<file path="config.mk">
export PLATFORM = sky130hd
export DESIGN_NAME = snake_line_renderer
export DESIGN_NICKNAME = d
export VERILOG_FILES = /design/src/rtl/snake_line_renderer.sv
export SDC_FILE = /design/constraint.sdc
export NUM_CORES = 1
export LEC_CHECK = 0
export BUFFER_PORTS_ARGS = -buffer_cell sky130_fd_sc_hd__buf_2
export CAP_MARGIN = 20
export CORE_MARGIN = 2
export CORE_UTILIZATION = 50
export CTS_BUF_LIST = sky130_fd_sc_hd__clkbuf_16
export CTS_CLUSTER_DIAMETER = 100
export CTS_CLUSTER_SIZE = 12
export DETAILED_ROUTE_END_ITERATION = 6
export PLACE_DENSITY = 0.74
export REMOVE_ABC_BUFFERS = 1
export SYNTH_ARGS = -nofsm -noshare
export SYNTH_HDL_FRONTEND = slang
export SYNTH_SLANG_ARGS = --single-unit
</file>
<file path="constraint.sdc">
create_clock -name clock -period 3.4 [get_ports clock]
set_input_delay 0.17 -clock clock [delete_from_list [all_inputs] [get_ports clock]]
set_output_delay 0.17 -clock clock [all_outputs]
set_load 0.005 [all_outputs]
</file>
<file path="src/rtl/snake_line_renderer.sv">
// Builds a 40-cell head/body occupancy mask for the next grid row during horizontal blanking, then paints pixels from it.
// Latency: colour is registered, 1 pixel strobe after hCount/vCount are sampled; a row scan takes N+2 clocks from trigger to DONE.
// Backpressure: none; the scan runs every clock regardless of pix_en, and a swap that overtakes an unfinished scan sets line_late.
//
// Ports:
//   clock, reset_n         - system clock, asynchronous active-low reset
//   pix_en, hCount, vCount - pixel strobe and VGA raster position
//   seg_count              - valid segment count (clamped to MAX_SEG, latched at scan start)
//   seg_addr, seg_x, seg_y - segment RAM read port (data returns one clock after the address)
//   food_x, food_y         - food cell, used live
//   Red, Green, Blue       - registered pixel colour
//   line_late              - sticky flag, scan overrun at a line swap
module snake_line_renderer #(
  parameter int MAX_SEG  = 64,
  parameter int GRID_W   = 40,
  parameter int GRID_H   = 30,
  parameter int H_ACTIVE = 640,
  parameter int H_TOTAL  = 800,
  parameter int V_ACTIVE = 480
) (
  input  logic       clock,
  input  logic       reset_n,
  input  logic       pix_en,
  input  logic [9:0] hCount,
  input  logic [9:0] vCount,
  input  logic [6:0] seg_count,
  output logic [5:0] seg_addr,
  input  logic [5:0] seg_x,
  input  logic [4:0] seg_y,
  input  logic [5:0] food_x,
  input  logic [4:0] food_y,
  output logic [3:0] Red,
  output logic [3:0] Green,
  output logic [3:0] Blue,
  output logic       line_late
);

  typedef enum logic [1:0] {IDLE, SCAN, DRAIN, DONE} scanStateT;

  localparam logic [9:0]  hActiveL = 10'(H_ACTIVE);
  localparam logic [9:0]  hLastL   = 10'(H_TOTAL - 1);
  localparam logic [9:0]  vActiveL = 10'(V_ACTIVE);
  localparam logic [10:0] vActiveW = 11'(V_ACTIVE);
  localparam logic [6:0]  maxSegL  = 7'(MAX_SEG);
  localparam logic [5:0]  gridWL   = 6'(GRID_W);
  localparam logic [5:0]  gridHL   = 6'(GRID_H);

  scanStateT         state, stateNext;
  logic [10:0]       nextLine;
  logic              nextVisible;
  logic              trigger;
  logic              swap;
  logic              lastIssue;
  logic              scanning;
  logic [6:0]        segClamped;
  logic [6:0]        nSeg;
  logic [4:0]        scanRow;
  logic              rdVld;
  logic              rdHead;
  logic [GRID_W-1:0] backHead, backBody, frontHead, frontBody;
  logic [5:0]        pixCol, pixRow;
  logic [11:0]       pixColour;

  // One extra bit so vCount=1023 cannot wrap to a visible line.
  assign nextLine    = {1'b0, vCount} + 11'd1;
  assign nextVisible = nextLine < vActiveW;
  assign trigger     = pix_en && (hCount == hActiveL) && nextVisible;
  assign swap        = pix_en && (hCount == hLastL);
  assign segClamped  = (seg_count > maxSegL) ? maxSegL : seg_count;
  assign lastIssue   = ({1'b0, seg_addr} == (nSeg - 7'd1));
  assign scanning    = (state == SCAN) || (state == DRAIN);

  always_ff @(posedge clock or negedge reset_n) begin
    if (!reset_n) state <= IDLE;
    else          state <= stateNext;
  end

  always_comb begin
    stateNext = state;
    case (state)
      IDLE:    if (trigger) stateNext = (segClamped == 7'd0) ? DRAIN : SCAN;
      SCAN:    if (lastIssue) stateNext = DRAIN;
      DRAIN:   stateNext = DONE;
      default: stateNext = state;
    endcase
    // The swap always wins: an unfinished scan is abandoned with its partial masks.
    if (swap) stateNext = IDLE;
  end

  always_ff @(posedge clock or negedge reset_n) begin
    if (!reset_n) begin
      seg_addr  <= '0;
      nSeg      <= '0;
      scanRow   <= '0;
      rdVld     <= 1'b0;
      rdHead    <= 1'b0;
      backHead  <= '0;
      backBody  <= '0;
      frontHead <= '0;
      frontBody <= '0;
      line_late <= 1'b0;
    end else begin
      // Tracks the address issued this clock; its data arrives next clock.
      rdVld  <= (state == SCAN);
      rdHead <= (seg_addr == 6'd0);

      if (state == IDLE && trigger) begin
        backHead <= '0;
        backBody <= '0;
        nSeg     <= segClamped;
        scanRow  <= nextLine[8:4];
        if (segClamped != 7'd0) seg_addr <= 6'd0;
      end else if (rdVld && scanning && seg_y == scanRow && seg_x < gridWL) begin
        if (rdHead) backHead[seg_x] <= 1'b1;
        else        backBody[seg_x] <= 1'b1;
      end

      if (state == SCAN && !lastIssue) seg_addr <= seg_addr + 6'd1;

      if (swap) begin
        frontHead <= nextVisible ? backHead : '0;
        frontBody <= nextVisible ? backBody : '0;
        if (scanning) line_late <= 1'b1;
      end
    end
  end

  assign pixCol = hCount[9:4];
  assign pixRow = vCount[9:4];

  always_comb begin
    pixColour = 12'h000;
    if (hCount < hActiveL && vCount < vActiveL && pixRow < gridHL) begin
      if (frontHead[pixCol])                                   pixColour = 12'h0F0;
      else if (frontBody[pixCol])                              pixColour = 12'hFFF;
      else if (pixCol == food_x && pixRow == {1'b0, food_y})   pixColour = 12'hF00;
    end
  end

  always_ff @(posedge clock or negedge reset_n) begin
    if (!reset_n) begin
      Red   <= '0;
      Green <= '0;
      Blue  <= '0;
    end else if (pix_en) begin
      {Red, Green, Blue} <= pixColour;
    end
  end

endmodule
</file>
# --- Word-level counts from Yosys, hierarchy flattened ---
# Cells that the tools add are included.
word_totals:
  regBits: 195
  word_cells: 94
  in_bits: 52
classes:
  addsub: 3
  bitwise: 2
  n_eq_ne: 11
  reduce_logical: 28
  magnitude_cmp: 9
  muxes: 27
op_table:
  columns: ["op", "n"]
  rows:
  - ["40-bit 2-to-1 mux", 8]
  - ["40-bit OR", 2]
  - ["12-bit 2-to-1 mux", 4]
  - ["10-bit equality test, second input constant", 2]
  - ["6-bit 2-to-1 mux", 3]
  - ["6-bit by 7-bit less-than comparator with 1-bit output, second input constant", 2]
  - ["1-bit binary-select mux with 6-bit select", 2]
  - ["1-bit logical AND", 12]
  - ["10-bit by 1-bit adder with 11-bit output, second input constant", 1]
  - ["11-bit by 9-bit less-than comparator with 1-bit output, second input constant", 1]
  - ["10-bit less-than comparator, second input constant", 1]
  - ["10-bit by 9-bit less-than comparator with 1-bit output, second input constant", 1]
  - ["2-bit 2-to-1 mux", 4]
  - ["2-bit AND reduction", 4]
  - ["2-bit nonzero test", 4]
  - ["6-bit by 7-bit equality test with 1-bit output", 1]
  - ["7-bit greater-than comparator, second input constant", 1]
  - ["7-bit zero test", 1]
  - ["7-bit 2-to-1 mux", 1]
  - ["7-bit nonzero test", 1]
  - ["7-bit by 1-bit subtractor with 7-bit output, second input constant", 1]
  - ["6-bit by 1-bit adder with 6-bit output, second input constant", 1]
  - ["1-bit demux with 6-bit select", 1]
  - ["6-bit by 5-bit equality test with 1-bit output", 1]
  - ["17 further kinds", 20]

# --- Logic depth before layout (Yosys ltp) ---
logic_depth:
  ltp_word: 8
  mapped_depth: 9
  mapped_depth_nobuf: 8

# --- Worst setup path before layout ---
# OpenSTA, ideal clock, no wires.
synth_timing:
  path_kind: "flip-flop to flip-flop"
  start: "register nSeg[0]"
  end: "register state[0]"
  path_slack_ns: 1.116
  stages_incl_launch_ff: 9
  period_less_slack_ns: 2.284
  setup_time_ns: 0.079
  arrival_time_ns: 2.205
  cell_sequence: "dfrtp_1 inv_1 ha_1 or2b_1 o211a_1 o31ai_1 o311ai_4 a22oi_1 mux2i_1"
synth_between:
  elab_chain_cells: 4
synth_lines:
  columns: ["item", "line", "rtl"]
  rows:
  - ["start: declaration", "56", "logic [6:0] nSeg;"]
  - ["start signal: assignment", "110", "nSeg <= segClamped;"]
  - ["7-bit by 1-bit subtractor with 7-bit output", "70", "assign lastIssue = ({1'b0, seg_addr} == (nSeg - 7'd1));"]
  - ["6-bit by 7-bit equality test with 1-bit output", "70", null]
  - ["3-bit != test (no line)", null, null]
  - ["3-bit AND reduction (no line)", null, null]
  - ["end signal: assignment", "75", "else state <= stateNext;"]
  - ["end: declaration", "48", "scanStateT state, stateNext;"]
# No other way between the ends.
# A chain may end at the register's enable or synchronous reset.

# --- Worst setup path after layout ---
layout_timing:
  start: "register nSeg[0]"
  end: "register state[1]"
# The elaborated chain is that of the path after synthesis.

==> flow_summary.json <==
{
  "outcome": "complete, no violations",
  "ioPinCount": 71,
  "cts_buffer_depth": 2,
  "synth_cells": 756,
  "path_cells": "inv_1 -> ha_1 -> or2b_1 -> o211a_1 -> o31ai_1 -> o311ai_4 -> a22oi_1 -> mux2i_1",
  "via_per_inst": 6.08,
  "num-nets-final": 853,
  "finalSetupViolCount": 0,
  "hold_viol_final": 0,
  "crit_fanout": 7,
  "seq_area_frac_synth": 0.543,
  "cts_made_buffers": 17,
  "cts-resized-gates": 0,
  "design_area_um2": 9610,
  "grt_pass1_wl_um": 33500,
  "root_buffer": "clkbuf_16",
  "synth.most_common_cell": "dfrtp_1",
  "cts_tree": "yes",
  "io_buffers": 70,
  "p_leak_uw": 0.00463,
  "holdBufCountCts": 3,
  "finalSetupTns_ps": 0,
  "crit_family": "compound AO/OA/AOI/OAI gates",
  "rrSetupSlack_ps": 690,
  "synth_ff_type": "dfrtp_1",
  "yosysWarnings": 0,
  "dp_hpwl_um": 13300,
  "powerDensity_nw_per_um2": 518,
  "met3_usage": 0.0488,
  "p_int_uw": 3690,
  "die_w_um": 135,
  "busiest_layer": "met2",
  "grt_pass1_vias": 6437,
  "criticalPathCategory": "flip-flop to flip-flop",
  "antenna_found_initial": 0,
  "yosys.area.top_type": "dfrtp_1",
  "die_area_um2": 18200,
  "worstMarginPinSlew_ps": 1030,
  "total_power_uw": 4980,
  "yosys-top-cells-count": "dfrtp_1, nor2_1, a22o_1",
  "cts_sinks": 186,
  "start_kind": "flip-flop",
  "finalCritPeriodShare": 0.797,
  "ff2ff_path_depth": 8,
  "track_usage": 0.238,
  "skew_ps": 8.92,
  "cp_data_required_time_ps": 3750,
  "critPathArrivalTime_ps": 3060,
  "grt_use_met2": 0.396,
  "ys_ff_latch": 186,
  "async_flop_share": 1.00,
  "net-switching-power_uw": 1290,
  "grt_max_degree": 103,
  "crit_slowest_cell": "o31ai_1",
  "p_sw_frac": 0.259,
  "drt-total-wl_um": 20400,
  "avgRoutedWirePerCell_um": 19.8,
  "first_pass_iters": 5,
  "clk_latency_ps": 430,
  "slew_viol_final": 0,
  "p_clk_frac": 0.395,
  "met1_usage": 0.316,
  "cp-end-kind": "flip-flop",
  "synth.area.top_cells": "dfrtp_1, a22o_1, mux4_2",
  "fin_ws_ps": 690,
  "min_path_cells": 3,
  "gr-total-overflow": 0,
  "path_clk_slew_ps": 70,
  "rsz0062_at_grt": "no",
  "p_seq_frac": 0.476,
  "fin_crit_ps": 2710,
  "htree_levels": 4,
  "initial_utilization": 0.515,
  "slew_headroom": 0.312,
  "fp-row-count": 47,
  "cp_slowest_stage_delay_ps": 470,
  "post_dp_cell_area_um2": 8990,
  "r2r-end": "state[1]",
  "hp-class": "input pin to flip-flop",
  "antenna_left": 0,
  "cts_setup_buffers": 0,
  "ir_worst_vdd_v": 0.000380,
  "syn_area_um2": 8570,
  "yosysUniqueCellTypes": 65,
  "hold_start": "seg_count[2]",
  "fp.dieH_um": 135,
  "pwr-share-comb": 0.128,
  "syn_area_per_cell_um2": 11.3,
  "place_ws_ps": 727,
  "synth_top_area_frac": 0.543,
  "vias": 6259,
  "coreArea_um2": 16600,
  "fmax_ghz": 0.369,
  "whs_ps": 4.96,
  "drt-initial-drc-count": 607,
  "drc": 0,
  "synth_edf_count": 0,
  "rr_startpoint": "nSeg[0]",
  "area.growth.synth_to_final_pct": 12.2,
  "gp_congestion": 0.824,
  "maxCapViolCount": 0,
  "hold_path_end": "nSeg[2]",
  "crit_buf_inv": 1,
  "final_layout_size_suffix_gt1_frac": 0.187
}
## cell usage in the layout, fill, tap and decap left out, types with 9 or more instances in the layout
cell and instances:
o21a_1 16, clkbuf_16 17, mux4_2 18, a22o_1 80
buf_4 12, dfrtp_1 186, inv_1 16, buf_2 69
xor2_1 11, nand2_1 36, o21ai_0 14, nor4_1 9
mux2i_1 12, nand3_1 11, a21oi_1 67, nor2_1 90
xnor2_1 18
## cells by family after synthesis
family                   after synthesis  synth area share
buffers and inverters                 80            0.0501
multiplexers                          32            0.0639
adder cells (fa/ha/maj)                6           0.00876
flip-flops                           186             0.543
XOR/XNOR                              29            0.0296
AND/OR/NAND/NOR                      218             0.131
AO/OA/AOI/OAI                        205             0.174
## flip-flops by register name, summed over array words and instances, names as in the netlist, 2 cells and up
| register | cells |
|---|---|
| backBody | 40 |
| backHead | 40 |
| frontBody | 40 |
| frontHead | 40 |
| nSeg | 7 |
| scanRow | 5 |
| seg_addr | 6 |
| state | 2 |
## power groups by stage
stage               clock, µW  combinational [µW]  sequential (µW)
CTS                      1990                 643             2370
global placement            0                 597             2400
global route             2090                 712             2380
detailed placement          0                 635             2410
finish                   1970                 640             2370
floorplan                   0                 386             2390
## layout make-up
| cell class | count | area [µm²] |
|---|---|---|
| Antenna cell | 1 | 2.50 |
| Clock buffer | 17 | 425 |
| Clock inverter | 15 | 163 |
| Fill cell | 1359 | 7030 |
| Inverter | 12 | 45.0 |
| Multi-Input combinational cell | 490 | 3510 |
| Sequential cell | 186 | 4650 |
| Tap cell | 220 | 275 |
| Timing Repair Buffer | 88 | 537 |
## worst min-delay path, stage by stage
cell and delay [ps]:
buf_2 90, nand3b_1 80, nand2_1 70
## stage by stage
step                       util  std cells
after floorplan               -        688
after global placement    0.540        993
after detailed placement  0.540        993
after CTS                 0.577       1028
after global routing      0.577       1028
final                     0.578       1029
## per-layer routing
| metal | vias to the layer above | routed length (µm) |
|---|---|---|
| met5 | - | 0 |
| met4 | 0 | 337 |
| met3 | 29 | 1210 |
| met2 | 210 | 10400 |
| met1 | 3209 | 8370 |
| li1 | 2811 | - |
## how the worst max path moves through the flow
| stage | from | to | slack, ps | depth (start not counted) |
|---|---|---|---|---|
| 6_report | nSeg[0] | state[1] | 690 | 8 |
| 5_1_grt | nSeg[0] | state[0] | 550 | 8 |
| 4_1_cts | nSeg[0] | state[1] | 700 | 8 |
| 3_5_place_dp | nSeg[0] | state[1] | 730 | 8 |
| 3_3_place_gp | hCount[4] | Green[2] | 750 | 8 |
| 2_1_floorplan | hCount[6] | frontBody[0] | -470 | 4 |
(Power assumes the default switching activity.)
